==> src/rtl/dmem_arbiter_if.sv <==
// Bus bundle between the MEM stage, the DMA/debug loader, the data memory and dmem_arbiter.
// The arbiter takes the slave view; requesters and the memory model take the master view.
interface dmem_arbiter_if #(
  parameter int DATA_WIDTH    = 32,
  parameter int ADDRESS_WIDTH = 32,
  parameter int CNT_WIDTH     = 16
);
  logic                     c_req;
  logic                     c_we;
  logic [ADDRESS_WIDTH-1:0] c_addr;
  logic [DATA_WIDTH-1:0]    c_wdata;
  logic                     c_gnt;
  logic [DATA_WIDTH-1:0]    c_rdata;
  logic                     core_stall;

  logic                     d_req;
  logic                     d_we;
  logic [ADDRESS_WIDTH-1:0] d_addr;
  logic [DATA_WIDTH-1:0]    d_wdata;
  logic                     d_gnt;
  logic [DATA_WIDTH-1:0]    d_rdata;

  logic [ADDRESS_WIDTH-1:0] mem_addr;
  logic [DATA_WIDTH-1:0]    mem_wdata;
  logic                     mem_we;
  logic [DATA_WIDTH-1:0]    mem_rdata;

  logic [CNT_WIDTH-1:0]     force_cnt;

  modport slave (
    input  c_req, c_we, c_addr, c_wdata,
    input  d_req, d_we, d_addr, d_wdata,
    input  mem_rdata,
    output c_gnt, c_rdata, core_stall,
    output d_gnt, d_rdata,
    output mem_addr, mem_wdata, mem_we,
    output force_cnt
  );

  modport master (
    output c_req, c_we, c_addr, c_wdata,
    output d_req, d_we, d_addr, d_wdata,
    output mem_rdata,
    input  c_gnt, c_rdata, core_stall,
    input  d_gnt, d_rdata,
    input  mem_addr, mem_wdata, mem_we,
    input  force_cnt
  );
endinterface

==> src/rtl/dmem_arbiter.sv <==
// Shares the single-port data memory between core (fixed priority) and DMA; zero-latency grant and read.
// Backpressure: core_stall when the core is denied; DMA is denied at most MAX_WAIT cycles before a forced grant.
module dmem_arbiter #(
  parameter int DATA_WIDTH    = 32,
  parameter int ADDRESS_WIDTH = 32,
  parameter int MAX_WAIT      = 4,
  parameter int CNT_WIDTH     = 16
) (
  input  logic          clk,
  input  logic          reset,
  dmem_arbiter_if.slave bus
);
  localparam int WW = $clog2(MAX_WAIT + 1);
  localparam logic [WW-1:0] WAIT_LAST = WW'(MAX_WAIT - 1);

  typedef enum logic {NORMAL, FORCE} state_t;

  state_t                   state;
  logic [WW-1:0]            wait_cnt;
  logic [CNT_WIDTH-1:0]     force_cnt;

  logic                     c_gnt;
  logic                     d_gnt;
  logic [ADDRESS_WIDTH-1:0] addr_mux;
  logic [DATA_WIDTH-1:0]    wdata_mux;
  logic                     we_mux;

  // Grants are blocked while reset is high so no write can slip through mid-reset.
  always_comb begin
    c_gnt = 1'b0;
    d_gnt = 1'b0;
    if (!reset) begin
      if (state == FORCE && bus.d_req) begin
        d_gnt = 1'b1;
      end else if (bus.c_req) begin
        c_gnt = 1'b1;
      end else if (bus.d_req) begin
        d_gnt = 1'b1;
      end
    end
  end

  always_comb begin
    addr_mux  = '0;
    wdata_mux = '0;
    we_mux    = 1'b0;
    if (c_gnt) begin
      addr_mux  = bus.c_addr;
      wdata_mux = bus.c_wdata;
      we_mux    = bus.c_we;
    end else if (d_gnt) begin
      addr_mux  = bus.d_addr;
      wdata_mux = bus.d_wdata;
      we_mux    = bus.d_we;
    end
  end

  assign bus.c_gnt      = c_gnt;
  assign bus.d_gnt      = d_gnt;
  assign bus.core_stall = bus.c_req & ~c_gnt;
  assign bus.c_rdata    = c_gnt ? bus.mem_rdata : '0;
  assign bus.d_rdata    = d_gnt ? bus.mem_rdata : '0;
  assign bus.mem_addr   = addr_mux;
  assign bus.mem_wdata  = wdata_mux;
  assign bus.mem_we     = we_mux;
  assign bus.force_cnt  = force_cnt;

  always_ff @(posedge clk or posedge reset) begin
    if (reset) begin
      state     <= NORMAL;
      wait_cnt  <= '0;
      force_cnt <= '0;
    end else begin
      if (bus.d_req && !d_gnt) begin
        wait_cnt <= wait_cnt + 1'b1;
      end else begin
        wait_cnt <= '0;
      end

      case (state)
        NORMAL: begin
          if (bus.d_req && !d_gnt && wait_cnt == WAIT_LAST) begin
            state <= FORCE;
          end
        end
        FORCE: begin
          // Only a forced cycle that actually served the DMA is counted.
          state <= NORMAL;
          if (d_gnt && force_cnt != {CNT_WIDTH{1'b1}}) begin
            force_cnt <= force_cnt + 1'b1;
          end
        end
        default: state <= NORMAL;
      endcase
    end
  end
endmodule

==> src/flat_wrapper.sv <==
// flat-port wrapper written by rule: the top's interface ports become plain ports
module dmem_arbiter_flat 
#(
  parameter int DATA_WIDTH    = 32,
  parameter int ADDRESS_WIDTH = 32,
  parameter int MAX_WAIT      = 4,
  parameter int CNT_WIDTH     = 16
)
  (clk, reset, bus_c_req, bus_c_we, bus_c_addr, bus_c_wdata, bus_d_req, bus_d_we, bus_d_addr, bus_d_wdata, bus_mem_rdata, bus_c_gnt, bus_c_rdata, bus_core_stall, bus_d_gnt, bus_d_rdata, bus_mem_addr, bus_mem_wdata, bus_mem_we, bus_force_cnt);
  dmem_arbiter_if #(.DATA_WIDTH(DATA_WIDTH), .ADDRESS_WIDTH(ADDRESS_WIDTH), .CNT_WIDTH(CNT_WIDTH)) bus_i ();
  input  logic clk;
  input  logic reset;
  input wire logic [$bits(bus_i.c_req)-1:0] bus_c_req;
  input wire logic [$bits(bus_i.c_we)-1:0] bus_c_we;
  input wire logic [$bits(bus_i.c_addr)-1:0] bus_c_addr;
  input wire logic [$bits(bus_i.c_wdata)-1:0] bus_c_wdata;
  input wire logic [$bits(bus_i.d_req)-1:0] bus_d_req;
  input wire logic [$bits(bus_i.d_we)-1:0] bus_d_we;
  input wire logic [$bits(bus_i.d_addr)-1:0] bus_d_addr;
  input wire logic [$bits(bus_i.d_wdata)-1:0] bus_d_wdata;
  input wire logic [$bits(bus_i.mem_rdata)-1:0] bus_mem_rdata;
  output wire logic [$bits(bus_i.c_gnt)-1:0] bus_c_gnt;
  output wire logic [$bits(bus_i.c_rdata)-1:0] bus_c_rdata;
  output wire logic [$bits(bus_i.core_stall)-1:0] bus_core_stall;
  output wire logic [$bits(bus_i.d_gnt)-1:0] bus_d_gnt;
  output wire logic [$bits(bus_i.d_rdata)-1:0] bus_d_rdata;
  output wire logic [$bits(bus_i.mem_addr)-1:0] bus_mem_addr;
  output wire logic [$bits(bus_i.mem_wdata)-1:0] bus_mem_wdata;
  output wire logic [$bits(bus_i.mem_we)-1:0] bus_mem_we;
  output wire logic [$bits(bus_i.force_cnt)-1:0] bus_force_cnt;
  assign bus_i.c_req = bus_c_req;
  assign bus_i.c_we = bus_c_we;
  assign bus_i.c_addr = bus_c_addr;
  assign bus_i.c_wdata = bus_c_wdata;
  assign bus_i.d_req = bus_d_req;
  assign bus_i.d_we = bus_d_we;
  assign bus_i.d_addr = bus_d_addr;
  assign bus_i.d_wdata = bus_d_wdata;
  assign bus_i.mem_rdata = bus_mem_rdata;
  assign bus_c_gnt = bus_i.c_gnt;
  assign bus_c_rdata = bus_i.c_rdata;
  assign bus_core_stall = bus_i.core_stall;
  assign bus_d_gnt = bus_i.d_gnt;
  assign bus_d_rdata = bus_i.d_rdata;
  assign bus_mem_addr = bus_i.mem_addr;
  assign bus_mem_wdata = bus_i.mem_wdata;
  assign bus_mem_we = bus_i.mem_we;
  assign bus_force_cnt = bus_i.force_cnt;
  dmem_arbiter #(.DATA_WIDTH(DATA_WIDTH), .ADDRESS_WIDTH(ADDRESS_WIDTH), .MAX_WAIT(MAX_WAIT), .CNT_WIDTH(CNT_WIDTH)) u_core (.clk(clk), .reset(reset), .bus(bus_i));
endmodule
==> config.mk <==
export PLATFORM = sky130hd
export DESIGN_NAME = dmem_arbiter_flat
export DESIGN_NICKNAME = d
export VERILOG_FILES = /design/src/rtl/dmem_arbiter_if.sv /design/src/rtl/dmem_arbiter.sv /design/src/flat_wrapper.sv
export SDC_FILE = /design/constraint.sdc
export NUM_CORES = 1
export LEC_CHECK = 0
export CAP_MARGIN = 10
export CORE_AREA = 2 2 120 122
export CTS_CLUSTER_SIZE = 16
export DETAILED_ROUTE_END_ITERATION = 8
export DIE_AREA = 0 0 122 124
export HOLD_SLACK_MARGIN = 0.05
export PLACE_DENSITY = 0.67
export SYNTH_ARGS = -nofsm -noshare
export SYNTH_HDL_FRONTEND = slang
export SYNTH_SLANG_ARGS = --single-unit
==> constraint.sdc <==
create_clock -name clk -period 2.3 [get_ports clk]
set_clock_uncertainty 0.05 [all_clocks]
set_input_delay 0.345 -clock clk [delete_from_list [all_inputs] [get_ports clk]]
set_output_delay 0.345 -clock clk [all_outputs]
set_load 0.01 [all_outputs]
[Yosys cells after proc, flatten, opt, wreduce, memory -nomap -nowiden]
Cells that the tools add are included.
Storage, ports and cells
  register bits after elaboration: 20
  output and inout bits: 148
  logic and storage cells: 34
Operators by class
  add/sub/neg operators: 2
  eq/ne operators: 2
  muxes and demuxes: 18
  bitwise gates (word level): 3
  reduce and logical (&&, ||, !) cells: 6
Operators by type and width (count)
  32-bit two-way mux: 6
  16-bit by 1-bit adder with 16-bit output (second input constant): 1
  16-bit != test (second input constant): 1
  1-bit two-way mux: 10
  1-bit logical AND: 4
  3-bit by 1-bit adder with 3-bit output (second input constant): 1
  3-bit by 2-bit == test with 1-bit output (second input constant): 1
  3-bit two-way mux: 1
  1-bit NOT: 2
  1-bit case mux with 2 select lines: 1
  2-bit AND reduction: 1
  1-bit AND: 1
  1-bit logical NOT: 1

[Logic depth before layout (Yosys ltp)]
  word-level depth: 9
  depth in mapped cells: 6

[Worst setup path after synthesis]
Ideal clock, no wire load.
  path kind: register -> register
  start: reg u_core.force_cnt[0], in the netlist u_core.bus.force_cnt[0]
  end: reg u_core.force_cnt[1], in the netlist u_core.bus.force_cnt[1]
  setup time: 0.125 ns
  arrival time: 1.729 ns
  data required time: 2.125 ns
  slack: 0.396 ns
  stages on the path, launching flop included: 6
  path buffers: 0
  clock period less this slack: 1.904 ns
  path through: dfrtp_1 ha_1 nand3_1 or4_4 nor2b_4 mux2_4
On the way
  word-level cells in the longest chain between the ends: 3
  elaborated cells on any way between the ends: 4
  classes of those cells: 1 x add/sub; 1 x eq/ne; 2 x reduce/logical
RTL lines
  from (decl): line dmem_arbiter.sv:20  | logic [CNT_WIDTH-1:0] force_cnt;
  from (signal assigned): line dmem_arbiter.sv:90  | force_cnt <= force_cnt + 1'b1;
  parallel branches: the longest is 3 deep, another holds 16-bit by 1-bit adder with 16-bit output
Several ways; the timed one is not identified.
A chain may end at the register's enable or synchronous reset.

[Worst setup path in the final report]
  start: in reset
  end: out bus_d_rdata[31]
On the way
  word-level cells in the longest chain between the ends: 2
RTL lines
  from (decl): line flat_wrapper.sv:12  | input logic reset;
  1-bit two-way mux: line dmem_arbiter.sv:32  | if (!reset) begin
  32-bit two-way mux: line dmem_arbiter.sv:62  | assign bus.d_rdata = d_gnt ? bus.mem_rdata : '0;
  to (decl): line flat_wrapper.sv:26  | output wire logic [$bits(bus_i.d_rdata)-1:0] bus_d_rdata;
Every way passes these cells.

==> summary.txt <==
Flow run
  • Maxcap violations: 0

Logic synthesis
  • Ys async rst share: 1.00
  • Post-synth top cells: and2_1 (66), a22o_1 (65), dfrtp_1 (20), clkbuf_1 (17)
  • Mean Syn Cell Area: 8.51 sq um
  • Post-synth EDFFs: 0
  • Post-synthesis mux area share: 0.0284
  • Top cells by area, synth: a22o_1 (28%), dfrtp_1 (24%), and2_1 (20%)
  • Yosys reg bits: 20
  • Synth Area in Compound Gates: 0.313
  • Library cells used by synthesis: 32
  • Synthesis Warnings: 0
  • Yosys top cell by area: a22o_1
  • Xor and xnor area share after synthesis: 0.0296
  • Cell with the most instances after synthesis: and2_1
  • Net Count, Synth: 412
  • Share of the synthesized area in the top cell type: 0.275
  • Largest family of logic cells by synthesized area: simple AND/OR/NAND/NOR gates
  • Top_reg_cell synth: dfrtp_1
  • Post-synthesis sequential area ratio: 0.242
  • Synth Instances: 243
  • Synthesized area: 0.00207 sq mm
  • Simple-gate area share of the yosys netlist: 0.319
  • Synth Area in Adders: 0.0181

Setup path
  • CP peak stage delay: 0.54 ns
  • Buf/Inv on CP: 3
  • CP cell instances: dlygate4sd2_1 -> nor2b_4 -> o21a_4 -> buf_12 -> and2_1 -> clkdlybuf4s50_1
  • Critical path endpoint category: primary output
  • Worst EP required: 1.90 ns
  • Crit Path Class: input pin to primary output
  • CP max-delay cell: clkdlybuf4s50_1
  • Worst Path Arrival: approximately 1.9 ns
  • Crit-path leading delay family: buffers and inverters
  • CP Launch Type: input pin
  • CP Max Fanout: 13

GRT
  • Initial antenna violation count: 7
  • Gr usage total: 0.217
  • Met2 Use GR: 0.369
  • Met1 Resource Use GR: 0.261
  • GRT busiest layer: met2
  • Grt ovf: 0
  • First-pass GRT wire length: 23,400 microns
  • Largest net degree at the start of global routing: 26
  • Vias in the first global route: 3,539
  • Met3 Track Usage GR: 0.0847

Floorplanning
  • Site Rows: 43
  • Initial Util: 0.151
  • Die W: 122 microns
  • Die height: 124 microns
  • I/O pins: between 300 and 400
  • Core Footprint: roughly 0.014 sq mm
  • Die ar.: ~0.015 sq mm

Place
  • Gpl congestion: 0.807
  • Placed instance area: 0.00554 sq mm
  • Port bufs: 313
  • DP Wirelength: 13,700 microns

STA
  • Slew Viols, Final: 0
  • Hold_ws: 0.387 ns
  • Final setup vio count: 0
  • Slew Limit Headroom: 0.806
  • Hold Vio Cnt, Final: 0
  • Worst-margin pin slew: 0.290 ns
  • FMAX: 442 MHz
  • Tmin final: 2.26 ns
  • Post-route clock period utilization: 0.984

Power
  • Leak Pwr: 0.00289 uW
  • Sw frac: 0.289
  • Pint: between 1000 and 1500 uW
  • Clock Power Share: 0.217
  • Sequential Power Share: 0.231
  • P per Cell Area: 271 mW/mm^2
  • Comb pwr share: 0.552
  • Switch Pwr: 470 uW
  • Max VDD drop: 0.000335 V

Layout
  • NumNets Final: 752
  • Share of cells above drive strength 1: 0.133
  • Area Overhead vs Synth: 190%
  • Finished layout cell area: around 0.0060 sq mm

Clock network
  • Root buf cell: clkbuf_16
  • Worst-Skew Late Latency: 0.25 ns
  • CTS Buf Count: 3
  • Total clock sinks: 20
  • CTS tree: done
  • Maximum root-to-sink buffer count: 2
  • H-Tree Depth: 1
  • Hold Buf Count CTS: 0
  • Clock transition at path regs: around 0.05 ns

Routing
  • Post-route ant nets: 0
  • Vias/cell: roughly 4.6
  • TritonRoute pass-1 iters: 4
  • Wirelength per Cell: around 24 microns
  • WL final: 18,000 microns
  • DRC Markers: 0
  • Initial DRC count: approximately 230
  • Via count: 3,483

Outcome
  • Status: completed

Worst hold path
  • Min-delay worst type: register to register
-- placed cells by master, fill, tap and decap left out, types with 3 or more instances in the layout --
cell             instances
inv_1                    3
buf_6                    9
a21oi_1                  4
nor2_1                   6
a22o_1                  65
buf_12                   6
a31oi_1                  3
clkdlybuf4s15_2          4
dlygate4sd2_1           90
nand2_1                  4
mux2_1                   3
clkdlybuf4s15_1         16
diode_2                  3
buf_16                   5
clkbuf_16                5
clkdlybuf4s50_1        185
and2_1                  66
xnor2_1                  6
ha_1                     3
clkbuf_2                 8
nand4_1                  6
dfrtp_1                 19
and4_1                   4
and3_1                   4
buf_4                   24
bufbuf_16                6
nand3_1                  6
-- stage by stage --
step	total power [uW]	std cells	utilization	TNS, ns	worst slack (ns)
2_1_floorplan	604	243	-	0	0.396
3_3_place_gp	1220	732	0.403	-40.99	-0.443
3_5_place_dp	1230	732	0.403	-47.26	-0.502
4_1_cts	1620	756	0.433	0	0.00253
5_1_grt	1700	761	0.437	-0.00302	-0.00271
6_report	1630	764	0.438	0	0.0368
-- logic make-up (layout without fill, tap and decap cells) --
family                   after synthesis  in the layout
XOR/XNOR                               7              7
other                                  0              3
AO/OA/AOI/OAI                         77             77
AND/OR/NAND/NOR                      105            105
flip-flops                            20             20
buffers and inverters                 26            364
adder cells (fa/ha/maj)                3              3
multiplexers                           5              5
-- path summary, 6_finish.rpt --
path,from,to,cells after the start,slack (ns)
worst min-delay path,u_core.wait_cnt[0],u_core.wait_cnt[0],1,0.39
worst max register to register,u_core.bus.force_cnt[0],u_core.bus.force_cnt[1],5,0.28
min in group asynchronous,reset,u_core.state,4,0.42
worst min register to register,u_core.wait_cnt[0],u_core.wait_cnt[0],1,0.39
worst max-delay path,reset,bus_d_rdata[31],6,0.04
max in group asynchronous,reset,u_core.state,4,1.55
-- power groups by stage --
stage	clock network [uW]	logic, uW	registers (uW)
3_3_place_gp	0	844	381
5_1_grt	377	945	376
4_1_cts	356	893	376
6_report	352	899	376
3_5_place_dp	0	849	382
2_1_floorplan	0	222	381
-- sequential cells by signal (all words and copies together) (netlist names) --
name / flops
u_core.wait_cnt: 3
u_core.bus.force_cnt: 16
u_core.state: 1
-- metal layers --
layer  routed length (microns)  vias up
li1                          -     1599
met2                      8820      211
met4                       310        8
met3                      1870       26
met1                      6900     1639
met5                        55        -
-- area by class of cell --
cell class	count	area [sq um]
fillers	1340	7710
flip-flops and latches	20	502
well taps	180	225
diodes	3	7.51
inverters	4	15.0
clock buffers	3	75.1
multi-input cells	197	1490
repair buffers	357	3690
-- what timing repair did --
action | in CTS | in global routing
setup buffers | 11 | 3
endpoints found under the setup margin | 131 | 45
gates cloned | 11 | 2
pin swaps | 5 | 3
resized for setup | 169 | 19
Note: power is estimated with default switching activity, not from simulation.
